### config.mk
export PLATFORM = sky130hd
export DESIGN_NAME = pc_unit
export DESIGN_NICKNAME = d
export VERILOG_FILES = /design/src/rtl/pc_unit.sv
export SDC_FILE = /design/constraint.sdc
export NUM_CORES = 1
export LEC_CHECK = 0
export ABC_AREA = 1
export CORE_UTILIZATION = 45
export CTS_CLUSTER_SIZE = 30
export DETAILED_ROUTE_END_ITERATION = 16
export PLACE_DENSITY = 0.83
export SYNTH_ARGS = -nofsm -noshare
export SYNTH_HDL_FRONTEND = slang
export SYNTH_SLANG_ARGS = --single-unit
### constraint.sdc
create_clock -name clock -period 2.1 [get_ports clock]
set_input_delay 0.42 -clock clock [delete_from_list [all_inputs] [get_ports clock]]
set_output_delay 0.42 -clock clock [all_outputs]
set_load 0.01 [all_outputs]
### src/rtl/pc_unit.sv
// Program counter with sequential increment/load and a fixed-latency
// conditional-branch path (IDLE -> WAIT -> RESOLVE) that adds a signed 19-bit displacement.
module pc_unit (
    input  logic        clock,
    input  logic        clear,
    input  logic        PCin,
    input  logic        IncPC,
    input  logic        BrEval,
    input  logic        Stall,
    input  logic [31:0] BusMuxOut,
    input  logic [31:0] IR,
    input  logic        branch,
    output logic [31:0] PC,
    output logic        BrTaken,
    output logic        Busy
);

    localparam int unsigned XLEN   = 32;
    localparam int unsigned DISP_W = 19;

    typedef enum logic [1:0] {
        S_IDLE    = 2'd0,
        S_WAIT    = 2'd1,
        S_RESOLVE = 2'd2
    } state_e;

    state_e            state_q, state_d;
    logic [XLEN-1:0]   pc_q, pc_d;
    logic              br_taken_q, br_taken_d;
    logic              busy_q, busy_d;
    logic [XLEN-1:0]   disp;
    logic              unused_ir;

    // Only IR[18:0] carries the displacement; the opcode/register fields are not used here.
    assign unused_ir = ^IR[XLEN-1:DISP_W];
    assign disp      = {{(XLEN-DISP_W){IR[DISP_W-1]}}, IR[DISP_W-1:0]};

    // Next-state: Stall freezes everything; requests are only honoured in IDLE.
    always_comb begin
        state_d    = state_q;
        pc_d       = pc_q;
        br_taken_d = 1'b0;
        if (!Stall) begin
            unique case (state_q)
                S_IDLE: begin
                    if (BrEval) begin
                        state_d = S_WAIT;
                    end else if (PCin) begin
                        pc_d = BusMuxOut;
                    end else if (IncPC) begin
                        pc_d = pc_q + XLEN'(1);
                    end
                end
                S_WAIT: begin
                    state_d = S_RESOLVE;
                end
                S_RESOLVE: begin
                    state_d = S_IDLE;
                    if (branch) begin
                        pc_d       = pc_q + disp;
                        br_taken_d = 1'b1;
                    end
                end
                default: begin
                    state_d = S_IDLE;
                end
            endcase
        end
        busy_d = (state_d != S_IDLE);
    end

    always_ff @(posedge clock or negedge clear) begin
        if (!clear) begin
            state_q    <= S_IDLE;
            pc_q       <= '0;
            br_taken_q <= 1'b0;
            busy_q     <= 1'b0;
        end else begin
            state_q    <= state_d;
            pc_q       <= pc_d;
            br_taken_q <= br_taken_d;
            busy_q     <= busy_d;
        end
    end

    assign PC      = pc_q;
    assign BrTaken = br_taken_q;
    assign Busy    = busy_q;

endmodule

==> flow_metrics.tcl <==
set metrics [dict create \
    status "finished with violations" \
    violations "setup timing" \
    critPathMostFrequentCell "nand2_1" \
    yosysMostFrequentCell "nand2_1" \
    switchingPower_mw 5.63 \
    fin_ws_ns -0.00815 \
    worstMarginPinSlew_ns 0.536 \
    synthToLayoutAreaGrowth_pct 50.7 \
    ys.flop_type "dfrtp_1" \
    setup_viol_count_final 1 \
    seq_power_share_pct 13.5 \
    synthCells 959 \
    fmax_mhz 474 \
    nNetsFinal 1244 \
    synth_top_family_by_area "simple AND/OR/NAND/NOR gates" \
    die_y_um 110 \
    worstSetupEndpointType "register" \
    clk_pin_slew_worst_paths_ns 0.07 \
    cts.sinks 36 \
    dieWidth_um 110 \
    synth-edff-count 0 \
    grt_pass1_vias 6278 \
    placed_cells_incl_taps 1270 \
    crit_family "simple AND/OR/NAND/NOR gates" \
    globalplace.congestion 0.997 \
    ys_ff_latch 36 \
    final.min_clock_period_ns 2.11 \
    start_kind "register" \
    path_depth 11 \
    skew_ns 0.00645 \
    holdCritPathClass "in2async" \
    dp_slack_ns -0.418 \
    critical_path_class "reg2reg" \
    fin_cells 1281 \
    synth_xor_area_share_pct 2.36 \
    synth.avg_cell_area_um2 5.42 \
    crit_buf_inv 1 \
    max-slew-margin-rel_pct 64.3 \
    synth_compound_area_share_pct 14.0 \
    async_flop_share_pct 100 \
    synth-simple-area-share_pct 45.9 \
    antenna_found_initial 0 \
    insertedDiodeCount 0 \
    grt_max_degree 38 \
    clockPowerShare_pct 8.3 \
    r2r_cells 11 \
    yosysWarnings 0 \
    ctsHtreeMaxLevel 2 \
    drt_iter0_drc 870 \
    finish.instance_area_mm2 0.00784 \
    slew_violations 0 \
    n_fill_cell 866 \
    synth_top_area_share_pct 25.7 \
    ir_drop_v 0.000710 \
    min_period_over_period_pct 100 \
    synth.largest_area_cell "nand2_1" \
    max_stage_delay_ns 0.44 \
    grt_pass1_wl_mm 30.5 \
    pin_count 105 \
    cts_root_buf "clkbuf_16" \
    cellLeakagePower_nw 4.00 \
    holdWs_ns 0.185 \
    dieArea_mm2 0.0120 \
    wl_mm 21.4 \
    r2r-start "PC[9]" \
    ys_seq_area_share_pct 17.3 \
    r2r_end "PC[16]" \
    clk_latency_ns 0.30 \
    worst-path-max-fanout 4 \
    ys_top_cells_by_count "nand2_1 (356), inv_1 (145), nor2_1 (111), a21oi_1 (71), nand3_1 (65)" \
    max_cap_viol_count 0 \
    regToRegSetupSlack_ns -0.008 \
    slowest_stage "dfrtp_1" \
    drc 0 \
    viasPerCell 5.57 \
    start_util_pct 47.2 \
    yosysUniqueCellTypes 33 \
    synthesis.nets 1063 \
    drive_gt1_share_pct 21.6 \
    grt_usage_pct 33.4 \
    pwr-share-comb_pct 78.2 \
    worstPathRequired_ns 2.29 \
    cts_buffer_depth 2 \
    postPlaceCellArea_mm2 0.00695 \
    path_cells "ha_4, nand2_1, buf_4, nor2_1, nand2_1, a31oi_2, nor2_1, nand2_1, nand3_1, nand2_1, nand2_1" \
    cts_tree "done" \
    p_int_mw 5.37 \
    hold_violations 0 \
    wl_per_cell_um 16.7 \
    grt_overflow_total 0 \
    tns_ns -0.00815 \
    p_per_area_mw_per_mm2 1400 \
    num_vias 7141 \
    io_buffers 91 \
    drtAntennaViolNets 0 \
    cts_buffers 5 \
    synth_mux_area_share_pct 0 \
    row_count 38 \
    yosys-top-cells-area "nand2_1 (26%), dfrtp_1 (17%), inv_1 (10%)" \
    drtPass1Iterations 6 \
    hpwl_mm 15.4 \
    arrival_ns 2.29 \
    fp.coreArea_mm2 0.0110 \
    syn-cell-area_mm2 0.00520 \
    power_switching_share_pct 51.2 \
    synth_fa_ha_area_share_pct 8.08 \
]
==> worst max-delay path by stage <==
stage,startpoint,end,slack (ns)
after detailed placement,IR[18],PC[27],-0.42
after floorplan,PC[0],PC[24],0.16
after CTS,IR[18],PC[25],-0.02
final,PC[9],PC[16],-0.008
after global routing,IR[2],PC[14],-0.05
after global placement,IR[18],PC[27],-0.38
==> flip-flops by register name, indices dropped and copies added (netlist names) <==
register	count
BrTaken	1
PC	32
Busy	1
state_q	2
==> power groups by stage <==
stage / logic, mW / clock network (mW) / registers, mW
after global placement: 7.12 / 0 / 1.34
after CTS: 7.53 / 0.905 / 1.37
final: 8.60 / 0.917 / 1.48
after floorplan: 3.71 / 0 / 1.63
after detailed placement: 7.21 / 0 / 1.35
after global routing: 9.31 / 0.941 / 1.50
==> layer usage <==
layer / vias to the layer above / routed length [µm] / track usage (%)
met1: 3212 / 8360 / 43.6
met2: 441 / 9630 / 54.7
li1: 3393 / - / -
met4: 0 / 826 / 12.2
met5: - / 0 / 0
met3: 95 / 2560 / 5.99
==> per-stage QoR <==
step                util [%]  total power, mW
floorplan                  -             5.34
global placement        63.0             8.45
detailed placement      63.0             8.55
CTS                     66.4             9.81
global route            71.1             11.7
finish                  71.1             11.0
==> logic make-up (layout without fill, tap and decap cells) <==
group,after synthesis,in the layout
flip-flops,36,36
buffers and inverters,167,349
XOR/XNOR,14,14
AO/OA/AOI/OAI,135,135
adder cells (fa/ha/maj),33,33
AND/OR/NAND/NOR,574,574
==> worst register-to-register path, cell delays in order, from the launching register on <==
cell and delay [ns]:
dfrtp_1 0.44, ha_4 0.32, nand2_1 0.09, buf_4 0.15, nor2_1 0.21, nand2_1 0.17, a31oi_2 0.23, nor2_1 0.09
nand2_1 0.09, nand3_1 0.09, nand2_1 0.09, nand2_1 0.05
==> area by class of cell <==
cell class,count,area (µm²),share of cell area [%]
timing repair buffer,193,1730,22.1
tap,140,175,2.23
inverter,148,556,7.08
clock inverter,3,42.5,0.543
sequential,36,901,11.5
clock buffer,5,125,1.60
multi-input combinational,756,4310,55.0
==> repair_timing <==
item | 4_1_cts | 5_1_grt
endpoints found under the setup margin | 18 | 25
pin swaps | 6 | 23
resized for setup | 36 | 103
hold endpoints to repair | 0 | 0
buffers inserted | 0 | 3
hold buffers | 0 | 0
==> placed cells by master (no fill, tap or decap), drive strengths merged <==
cell	synthesis	final
nand3	67	67
nand4	4	4
ha	32	32
dlymetal6s2s	0	15
clkdlybuf4s50	0	75
o221ai	1	1
xnor2	1	1
or2	2	2
clkinvlp	0	1
a21o	1	1
clkbuf	6	5
inv	148	148
clkinv	0	1
nand2	361	361
dfrtp	36	36
o21bai	6	6
o211ai	6	6
nand3b	17	17
a21oi	71	71
nor2	120	120
a31o	1	1
a2bb2oi	1	1
buf	13	103
o21ai	41	41
a22oi	1	1
fa	1	1
bufinv	0	1
nor3	3	3
xor2	13	13
a31oi	6	6
No activity file was read; power rests on OpenSTA's default activity.
